### src/rtl/max7219_pkg.sv
// Shared definitions for the MAX7219 chain driver: register map, sequencer
// states and the per-device command word layout.
package max7219_pkg;

  localparam logic [7:0] NOOP      = 8'h00;
  localparam logic [7:0] DIGIT0    = 8'h01;
  localparam logic [7:0] DECODE    = 8'h09;
  localparam logic [7:0] INTENSITY = 8'h0A;
  localparam logic [7:0] SCANLIM   = 8'h0B;
  localparam logic [7:0] SHUTDOWN  = 8'h0C;
  localparam logic [7:0] DISPTEST  = 8'h0F;

  localparam int N_INIT = 5;

  typedef enum logic [2:0] {
    INIT,
    IDLE,
    SNAP,
    ROW,
    BLANK_CMD,
    BRIGHT_CMD
  } state_t;

  typedef struct packed {
    logic [7:0] addr;
    logic [7:0] data;
  } cmd_word_t;

  // Power-up register sequence, broadcast to every device in the chain.
  function automatic cmd_word_t init_cmd(input logic [2:0] step, input logic [3:0] bright);
    cmd_word_t c;
    case (step)
      3'd0:    begin c.addr = DISPTEST;  c.data = 8'h00;           end
      3'd1:    begin c.addr = SCANLIM;   c.data = 8'h07;           end
      3'd2:    begin c.addr = DECODE;    c.data = 8'h00;           end
      3'd3:    begin c.addr = INTENSITY; c.data = {4'h0, bright};  end
      default: begin c.addr = SHUTDOWN;  c.data = 8'h01;           end
    endcase
    return c;
  endfunction

endpackage

### src/rtl/max7219_chain_driver_if.sv
// Serial pin bundle between the chain driver and the MAX7219 daisy chain.
interface max7219_chain_driver_if;
  logic DIN;
  logic CS;
  logic LED_CLK;

  modport master (output DIN, output CS, output LED_CLK);
  modport slave  (input DIN, input CS, input LED_CLK);
endinterface

### src/rtl/max7219_shifter.sv
// Serialises one chain-wide word: bits at period T = 2*CLK_DIV, then one T of
// CS low with LED_CLK idle and one T of CS high to latch the devices.
module max7219_shifter #(
  parameter int N_DEV   = 4,
  parameter int CLK_DIV = 2
) (
  input  logic                  clk,
  input  logic                  reset,
  input  logic                  start,
  input  logic [N_DEV*16-1:0]   word,
  output logic                  active,
  output logic                  done,
  max7219_chain_driver_if.master pins
);
  localparam int NB = N_DEV * 16;
  localparam int BW = $clog2(NB + 2);
  localparam int DW = (CLK_DIV > 1) ? $clog2(CLK_DIV) : 1;
  localparam logic [BW-1:0] LAST_BIT = BW'(NB - 1);
  localparam logic [BW-1:0] TAIL_LO  = BW'(NB);
  localparam logic [BW-1:0] TAIL_HI  = BW'(NB + 1);
  localparam logic [DW-1:0] DIV_LAST = DW'(CLK_DIV - 1);

  logic [NB-1:0] shift_reg;
  logic [BW-1:0] bit_reg;
  logic [DW-1:0] div_reg;
  logic          half_reg;
  logic          active_reg;
  logic          din_reg;
  logic          cs_reg;
  logic          sclk_reg;

  // Last cycle of the CS-high interval; a new start may be accepted here.
  assign done   = active_reg && (bit_reg == TAIL_HI) && half_reg && (div_reg == DIV_LAST);
  assign active = active_reg;

  assign pins.DIN     = din_reg;
  assign pins.CS      = cs_reg;
  assign pins.LED_CLK = sclk_reg;

  always_ff @(posedge clk or posedge reset) begin
    if (reset) begin
      shift_reg  <= '0;
      bit_reg    <= '0;
      div_reg    <= '0;
      half_reg   <= 1'b0;
      active_reg <= 1'b0;
      din_reg    <= 1'b0;
      cs_reg     <= 1'b1;
      sclk_reg   <= 1'b0;
    end else if (start) begin
      shift_reg  <= word;
      din_reg    <= word[NB-1];
      bit_reg    <= '0;
      div_reg    <= '0;
      half_reg   <= 1'b0;
      active_reg <= 1'b1;
      cs_reg     <= 1'b0;
      sclk_reg   <= 1'b0;
    end else if (active_reg) begin
      if (div_reg != DIV_LAST) begin
        div_reg <= div_reg + 1'b1;
      end else begin
        div_reg  <= '0;
        half_reg <= ~half_reg;
        if (!half_reg) begin
          if (bit_reg < TAIL_LO) sclk_reg <= 1'b1;
        end else begin
          sclk_reg <= 1'b0;
          bit_reg  <= bit_reg + 1'b1;
          if (bit_reg < LAST_BIT) begin
            shift_reg <= {shift_reg[NB-2:0], 1'b0};
            din_reg   <= shift_reg[NB-2];
          end
          if (bit_reg == LAST_BIT) din_reg    <= 1'b0;
          if (bit_reg == TAIL_LO)  cs_reg     <= 1'b1;
          if (bit_reg == TAIL_HI)  active_reg <= 1'b0;
        end
      end
    end
  end
endmodule

### src/rtl/max7219_chain_driver.sv
// Sequencer for a tiled MAX7219 chain: power-up init, blank/brightness
// service between frames, and row-by-row refresh from a grid snapshot.
module max7219_chain_driver
  import max7219_pkg::*;
#(
  parameter int         GRID_W      = 16,
  parameter int         GRID_H      = 16,
  parameter int         CLK_DIV     = 2,
  parameter logic [3:0] INIT_BRIGHT = 4'hF
) (
  input  logic                          clk,
  input  logic                          reset,
  input  logic                          enable,
  input  logic [GRID_H-1:0][GRID_W-1:0] grid,
  input  logic [3:0]                    brightness,
  input  logic                          bright_we,
  input  logic                          blank,
  max7219_chain_driver_if.master        pins,
  output logic                          busy,
  output logic                          frame_done
);
  localparam int TILES_X = GRID_W / 8;
  localparam int TILES_Y = GRID_H / 8;
  localparam int N_DEV   = TILES_X * TILES_Y;
  localparam int RW      = $clog2(GRID_H);

  state_t state_reg, state_next;
  logic [2:0] idx_reg, idx_next;
  logic [GRID_H-1:0][GRID_W-1:0] fb_reg;
  logic [GRID_H-1:0][GRID_W-1:0] frame_src;
  logic [3:0] bright_val_reg;
  logic       bright_pending_reg;
  logic       blank_applied_reg;
  logic       frame_done_reg;

  cmd_word_t             cmd;
  logic [N_DEV*16-1:0]   word;
  logic                  sh_start;
  logic                  sh_active;
  logic                  sh_done;

  always_comb begin
    state_next = state_reg;
    idx_next   = idx_reg;
    case (state_reg)
      INIT: if (sh_done) begin
        if (idx_reg == 3'(N_INIT - 1)) begin
          state_next = IDLE;
          idx_next   = 3'd0;
        end else begin
          idx_next = idx_reg + 3'd1;
        end
      end
      IDLE: begin
        if (blank != blank_applied_reg)  state_next = BLANK_CMD;
        else if (bright_pending_reg)     state_next = BRIGHT_CMD;
        else if (enable && !blank)       state_next = SNAP;
      end
      SNAP: begin
        state_next = ROW;
        idx_next   = 3'd0;
      end
      ROW: if (sh_done) begin
        if (idx_reg == 3'd7) begin
          state_next = IDLE;
          idx_next   = 3'd0;
        end else begin
          idx_next = idx_reg + 3'd1;
        end
      end
      BLANK_CMD, BRIGHT_CMD: if (sh_done) state_next = IDLE;
      default: state_next = INIT;
    endcase
  end

  // The word is built for the upcoming state so back-to-back transactions
  // launch on the same edge that retires the previous one.
  assign sh_start = (state_next inside {INIT, ROW, BLANK_CMD, BRIGHT_CMD}) &&
                    (!sh_active || sh_done);

  always_comb begin
    cmd.addr = NOOP;
    cmd.data = 8'h00;
    case (state_next)
      INIT:       cmd = init_cmd(idx_next, INIT_BRIGHT);
      BLANK_CMD:  begin cmd.addr = SHUTDOWN;  cmd.data = blank ? 8'h00 : 8'h01; end
      BRIGHT_CMD: begin cmd.addr = INTENSITY; cmd.data = {4'h0, bright_val_reg}; end
      ROW:        cmd.addr = DIGIT0 + {5'b0, idx_next};
      default:    ;
    endcase
  end

  // Row 0 launches during SNAP, before fb_reg holds the snapshot.
  assign frame_src = (state_reg == SNAP) ? grid : fb_reg;

  for (genvar gi = 0; gi < N_DEV; gi++) begin : g_dev
    localparam int TY = gi / TILES_X;
    localparam int TX = gi % TILES_X;
    logic [RW-1:0] row_idx;
    logic [7:0]    row_bits;
    assign row_idx  = RW'(TY * 8) + RW'(idx_next);
    assign row_bits = frame_src[row_idx][TX*8 +: 8];
    assign word[gi*16 +: 16] = (state_next == ROW) ? {cmd.addr, row_bits} : {cmd.addr, cmd.data};
  end

  always_ff @(posedge clk or posedge reset) begin
    if (reset) begin
      state_reg          <= INIT;
      idx_reg            <= 3'd0;
      fb_reg             <= '0;
      bright_val_reg     <= INIT_BRIGHT;
      bright_pending_reg <= 1'b0;
      blank_applied_reg  <= 1'b0;
      frame_done_reg     <= 1'b0;
    end else begin
      state_reg <= state_next;
      idx_reg   <= idx_next;
      if (state_reg == SNAP) fb_reg <= grid;
      if (bright_we) begin
        bright_val_reg     <= brightness;
        bright_pending_reg <= 1'b1;
      end else if (state_reg == IDLE && state_next == BRIGHT_CMD) begin
        bright_pending_reg <= 1'b0;
      end
      if (state_reg == IDLE && state_next == BLANK_CMD) blank_applied_reg <= blank;
      frame_done_reg <= (state_reg == ROW) && (idx_reg == 3'd7) && sh_done;
    end
  end

  assign busy       = (state_reg == INIT) || sh_active;
  assign frame_done = frame_done_reg;

  max7219_shifter #(
    .N_DEV   (N_DEV),
    .CLK_DIV (CLK_DIV)
  ) u_shifter (
    .clk    (clk),
    .reset  (reset),
    .start  (sh_start),
    .word   (word),
    .active (sh_active),
    .done   (sh_done),
    .pins   (pins)
  );
endmodule
### src/flat_wrapper.sv
// flat-port wrapper written by rule: the top's interface ports become plain ports
module max7219_chain_driver_flat import max7219_pkg::*;
#(
  parameter int         GRID_W      = 16,
  parameter int         GRID_H      = 16,
  parameter int         CLK_DIV     = 2,
  parameter logic [3:0] INIT_BRIGHT = 4'hF
)
  (clk, reset, enable, grid, brightness, bright_we, blank, busy, frame_done, pins_DIN, pins_CS, pins_LED_CLK);
  max7219_chain_driver_if pins_i ();
  input  logic clk;
  input  logic reset;
  input  logic enable;
  input  logic [GRID_H-1:0][GRID_W-1:0] grid;
  input  logic [3:0] brightness;
  input  logic bright_we;
  input  logic blank;
  output logic busy;
  output logic frame_done;
  output wire logic [$bits(pins_i.DIN)-1:0] pins_DIN;
  output wire logic [$bits(pins_i.CS)-1:0] pins_CS;
  output wire logic [$bits(pins_i.LED_CLK)-1:0] pins_LED_CLK;
  assign pins_DIN = pins_i.DIN;
  assign pins_CS = pins_i.CS;
  assign pins_LED_CLK = pins_i.LED_CLK;
  max7219_chain_driver #(.GRID_W(GRID_W), .GRID_H(GRID_H), .CLK_DIV(CLK_DIV), .INIT_BRIGHT(INIT_BRIGHT)) u_core (.clk(clk), .reset(reset), .enable(enable), .grid(grid), .brightness(brightness), .bright_we(bright_we), .blank(blank), .pins(pins_i), .busy(busy), .frame_done(frame_done));
endmodule
### config.mk
export PLATFORM = sky130hd
export DESIGN_NAME = max7219_chain_driver_flat
export DESIGN_NICKNAME = d
export VERILOG_FILES = /design/src/rtl/max7219_pkg.sv /design/src/rtl/max7219_chain_driver_if.sv /design/src/rtl/max7219_shifter.sv /design/src/rtl/max7219_chain_driver.sv /design/src/flat_wrapper.sv
export SDC_FILE = /design/constraint.sdc
export NUM_CORES = 1
export LEC_CHECK = 0
export CAP_MARGIN = 20
export CELL_PAD_IN_SITES_DETAIL_PLACEMENT = 0
export CELL_PAD_IN_SITES_GLOBAL_PLACEMENT = 1
export CORE_ASPECT_RATIO = 0.75
export CORE_MARGIN = 5
export CORE_UTILIZATION = 41
export CTS_BUF_LIST = sky130_fd_sc_hd__clkbuf_2 sky130_fd_sc_hd__clkbuf_4 sky130_fd_sc_hd__clkbuf_8
export DETAILED_ROUTE_END_ITERATION = 10
export GPL_TIMING_DRIVEN = 1
export HOLD_SLACK_MARGIN = 0.05
export PLACE_DENSITY = 0.9
export SYNTH_ARGS = -nofsm -noshare
export SYNTH_HDL_FRONTEND = slang
export SYNTH_SLANG_ARGS = --single-unit
### constraint.sdc
create_clock -name clk -period 16.6 [get_ports clk]
set_input_delay 4.15 -clock clk [delete_from_list [all_inputs] [get_ports clk]]
set_output_delay 4.15 -clock clk [all_outputs]
set_load 0.02 [all_outputs]
Word level (Yosys, flattened, before mapping)
Index checks and enable logic that the tools add are counted.
- register bits: 345
- bits of input ports: 265
- logic and storage cells: 154
- add/sub/neg operators: 5
- magnitude comparators: 4
- eq/ne operators: 17
- multiplexer cells: 65
- bitwise operators: 1
- reductions and logical operators: 32
- operators by type and width (cell ; count):
    2-to-1 mux 63 bit ; 5
    2-to-1 mux 256 bit ; 1
    binary-select mux 16 bit (select 4 bit) ; 1
    binary-select mux 16 bit (select 3 bit) ; 1
    case mux 11 bit (4 select lines) ; 1
    2-to-1 mux 3 bit ; 12
    2-to-1 mux 16 bit ; 2
    2-to-1 mux 8 bit ; 4
    2-to-1 mux 1 bit ; 30
    2-to-1 mux 7 bit ; 4
    case mux 8 bit (3 select lines) ; 1
    equality test 3 bit (second input constant) ; 6
    case mux 4 bit (4 select lines) ; 1
    equality test 3 x 2 -> 1 bit (second input constant) ; 5
    case mux 3 bit (5 select lines) ; 1
    equality test 7 bit (second input constant) ; 2
    AND reduction 4 bit ; 3
    nonzero test 2 bit ; 6
    logical AND 1 bit ; 9
    zero test 3 bit ; 3
    case mux 3 bit (3 select lines) ; 1
    adder 7 x 1 -> 7 bit (second input constant) ; 1
    equality test 7 x 6 -> 1 bit (second input constant) ; 1
    < comparator 7 x 6 -> 1 bit (second input constant) ; 1
    17 further kinds ; 22

Depth between registers and ports, before layout
- word-level depth: 11
- mapped depth: 18

Modules after synthesis
A second synthesis with hierarchy kept.
- cell total of the unflattened synthesis: 1360
- area total of the unflattened synthesis: 16620.9 um2
- modules (own cells, without submodules) (module ; instances ; cells an instance ; area each (um2)):
    max7219_chain_driver ; 1 ; 947 ; 12882.4
    max7219_shifter ; 1 ; 413 ; 3738.6

Least setup slack after synthesis
Ideal clock, no wire load.
- path type: input-to-reg
- start: in blank
- end: reg u_core.u_shifter.shift_reg[32]
- arrival time: 5.896 ns
- required time: 16.477 ns
- slack: 10.581 ns
- cell stages on the path: 10
- path buffers: 2
- path through: a211oi_1 -> o31a_1 -> o22ai_2 -> or2_2 -> buf_2 -> a31oi_4 -> buf_2 -> o311ai_0 -> a211oi_1 -> o21ai_1
- word-level cells in the longest chain between the ends: 11
- elaborated cells on any way between the ends: 22
- those cells by class: eq/ne (4); mux (8); reduce/logical (10)
- RTL lines (what ; RTL line ; text):
    start: declaration ; flat_wrapper.sv:17 ; input logic blank;
    zero test 1 bit ; max7219_chain_driver.sv:57 ; else if (enable && !blank) state_next = SNAP;
    logical AND 1 bit ; max7219_chain_driver.sv:57 ;
    2-to-1 mux 3 bit ; max7219_chain_driver.sv:57 ;
    2-to-1 mux 3 bit ; max7219_chain_driver.sv:56 ; else if (bright_pending_reg) state_next = BRIGHT_CMD;
    2-to-1 mux 3 bit * ; max7219_chain_driver.sv:55 ; if (blank != blank_applied_reg) state_next = BLANK_CMD;
    case mux 3 bit (5 select lines) * ; max7219_chain_driver.sv:45 ; case (state_reg)
    named net u_core.state_next[0] ; max7219_chain_driver.sv:27 ; state_t state_reg, state_next;
    equality test 3 x 2 -> 1 bit, or another cell as far along ; max7219_chain_driver.sv:78, max7219_chain_driver.sv:103 ;
    nonzero test 4 bit ; max7219_chain_driver.sv:78 ; assign sh_start = (state_next inside {INIT, ROW, BLANK_CMD, BRIGHT_CMD}) &&
    logical AND 1 bit ; max7219_chain_driver.sv:78 ;
    nonzero test 2 bit (no source line) ; - ;
    AND reduction 4 bit (no source line) ; - ;
    end signal: assignment ; max7219_shifter.sv:51 ; shift_reg <= word;
    end signal: assignment ; max7219_shifter.sv:71 ; shift_reg <= {shift_reg[NB-2:0], 1'b0};
    end: declaration ; max7219_shifter.sv:23 ; logic [NB-1:0] shift_reg;
Mark *: on every way through the listed nets, which the timed path passes. The rest lies on a longest branch.
A chain may end at the register's enable or synchronous reset.

Worst setup path after layout
- start: in blank
- end: reg u_core.u_shifter.shift_reg[48]
Same word-level chain as after synthesis.

==> out/metrics.yaml <==
power.density_nw_per_um2: 87.1
dieWidth_microns: 240
start_util_pct: 41.4
clock_path_buffers: 3
top_layer_used: "met4"
grt_pass1_wl_microns: 75800
hold_path.class: "register to register"
syn_nets: 2199
path_class: "input pin to register"
hold_buffers: 0
ys_ff_latch: 345
gp_congestion: 0.829
dr.pass1.iters: 5
cp_data_arrival_time_ns: 7.49
htree_levels: 2
synth.yosys.seq_area_share_pct: 53.0
start_kind: "input pin"
drt-total-wl_microns: 48300
fmaxAchievable_mhz: 143
end_kind: "register"
cts_tree: "done"
ant_nets: 0
grt_usage_pct: 21.4
cap_viol_max_count: 0
rows: 63
path_clk_slew_ns: 0.06
drcViolationCount: 0
status: "finished, final reports clean"
setup_tns_ns: 0
rsz0062_at_grt: "false"
finalCritPeriodShare_pct: 42.1
core_area_sq_um: 39400
port_buffers: 269
slew_headroom_pct: 14.2
layout.nets: 2422
cts_resized: 0
antenna_found_initial: 1
layoutNonFillerInstCount: 2709
wl_met1_microns: 23000
hold_viol_final: 0
async_flop_share_pct: 100
cts.sinks: 345
grt_pass1_vias: 13900
setup_violations: 0
dp_hpwl_microns: 33100
required_ns: 17.10
netlist_instances: 1923
vias: 13900
wl_met2_microns: 21200
largest_register_ff_count: 256
p_leak_nw: 8.95
ioPinCount: 270
dp.cells: 2608
drive_gt1_share_pct: 8.28
grt_max_degree: 246
finClkSkew_ns: 0.0290
syn_to_final_growth_pct: 25.4
maxSlewViolCount: 0
synth_warnings: 0
worst_skew_pair.late_latency_ns: 0.61
wl_per_cell_microns: 17.8
dieArea_sq_um: 43900
vias_per_cell: 5.11
avgSynthCellArea_sq_um: 8.48
dieHeight_microns: 183
drtIter0Drc: 1317
synthDistinctLibCells: 67
regToRegSetupSlack_ns: 11.48
wl_met3_microns: 3300
synth_ff_type: "dfrtp_1"
peakVddDrop_v: 0.0000467
cts_made_buffers: 55
overflow: 0
worst_pin_slew_ns: 1.29
synthesis.area_sq_um: 16300
fin_crit_ns: 7.00
crit_path_max_fanout: 68
synth_edf_count: 0
root_buffer: "clkbuf_8"
post_cts_buffers: 0
==> metrics by stage <==
stage | setup slack, ns | instance area (sq um) | total power, mW | utilization (%) | hold slack, ns
2_1_floorplan | 2.89 | 16300 | 0.935 | - | 0.436
3_3_place_gp | 9.14 | 19200 | 1.02 | 48.8 | 0.448
3_5_place_dp | 8.98 | 19200 | 1.02 | 48.8 | 0.455
4_1_cts | 9.66 | 20400 | 1.80 | 51.8 | 0.470
5_1_grt | 9.43 | 20500 | 1.85 | 51.9 | 0.479
6_report | 9.60 | 20500 | 1.78 | 51.9 | 0.467
==> area by class of cell <==
type | instances | area [sq um]
fillers | 3650 | 19000
flip-flops and latches | 345 | 8640
multi-input cells | 1445 | 7070
repair buffers | 284 | 2840
clock buffers | 89 | 1100
well taps | 520 | 651
clock inverters | 9 | 83.8
inverters | 15 | 66.3
diodes | 2 | 5.00
==> cells in the final DEF, fill, tap and decap left out, types with 5 or more instances in the layout <==
master,n
nand2_1,806
o221ai_1,16
clkbuf_4,20
a21oi_1,46
clkinv_2,5
nor3_1,87
nand3_1,11
nor2_1,189
o21ai_0,26
a31o_1,6
mux2_2,37
or4_1,11
ha_1,11
buf_4,13
o21ai_1,10
or2_2,5
a31oi_1,19
a22oi_1,10
o21bai_1,17
dfstp_2,5
a2bb2oi_1,6
o211a_1,5
inv_1,10
clkdlybuf4s50_1,269
mux2i_1,42
dfrtp_1,340
or3_1,13
clkbuf_8,69
==> power by group <==
part | switching, mW | internal [mW] | leakage (nW)
clock network | 0.342 | 0.435 | 0.637
logic | 0.0584 | 0.0746 | 4.99
registers | 0.00927 | 0.862 | 3.33
total | 0.410 | 1.37 | 8.95
==> worst max-delay path, cell delays in order <==
cell and delay [ns]:
clkdlybuf4s50_1 0.50, o31a_1 0.34, o22ai_2 0.38, nand2_1 0.51, a31oi_4 0.30, buf_4 0.55
o311ai_0 0.35, a211oi_1 0.29, o21ai_1 0.09
==> per-layer routing <==
layer / global-route usage (%) / vias up
met5: 0 / -
met4: 4.90 / 0
met3: 4.24 / 69
met2: 31.8 / 432
met1: 32.5 / 6611
li1: - / 6743
==> cell usage after synthesis, drive strengths merged (5+ instances only) <==
cell type | n | area share (%)
nor2 | 191 | 4.4
nand4 | 5 | 0.32
ha | 11 | 0.84
inv | 15 | 0.36
or4 | 11 | 0.51
or3 | 13 | 0.50
buf | 73 | 2.3
nand2 | 807 | 19
mux2 | 37 | 2.6
o221ai | 16 | 0.86
a31o | 6 | 0.32
a31oi | 20 | 0.86
clkbuf | 45 | 1.1
or2 | 5 | 0.19
a2bb2oi | 6 | 0.32
a22oi | 10 | 0.46
a21oi | 46 | 1.4
dfstp | 5 | 0.81
a211oi | 6 | 0.38
o211a | 6 | 0.37
o21ai | 37 | 1.2
dfrtp | 340 | 52
mux2i | 42 | 2.6
nand3 | 11 | 0.34
o21bai | 17 | 0.78
nor3 | 88 | 2.7
==> path summary, 6_finish.rpt <==
path | start | end | cells past startpoint
min reg2reg | u_core.fb_reg[58] | u_core.fb_reg[58] | 2
min in group asynchronous | reset | u_core.fb_reg[197] | 2
max reg2reg | u_core.idx_reg[0] | u_core.u_shifter.shift_reg[2] | 15
max | blank | u_core.u_shifter.shift_reg[48] | 9
max in group asynchronous | reset | u_core.idx_reg[1] | 4
min | u_core.fb_reg[58] | u_core.fb_reg[58] | 2
==> cells by family after synthesis <==
family / after synthesis / synth area share, %
AOI/OAI and AO/OA: 200 / 8.54
xor gates and xnor gates: 7 / 0.376
adders and majority gates: 11 / 0.844
buffers and inverters: 133 / 3.76
DFF: 345 / 53.0
muxes: 79 / 5.13
and+or+nand+nor: 1148 / 28.4
Power figures use the tool's default switching activity.
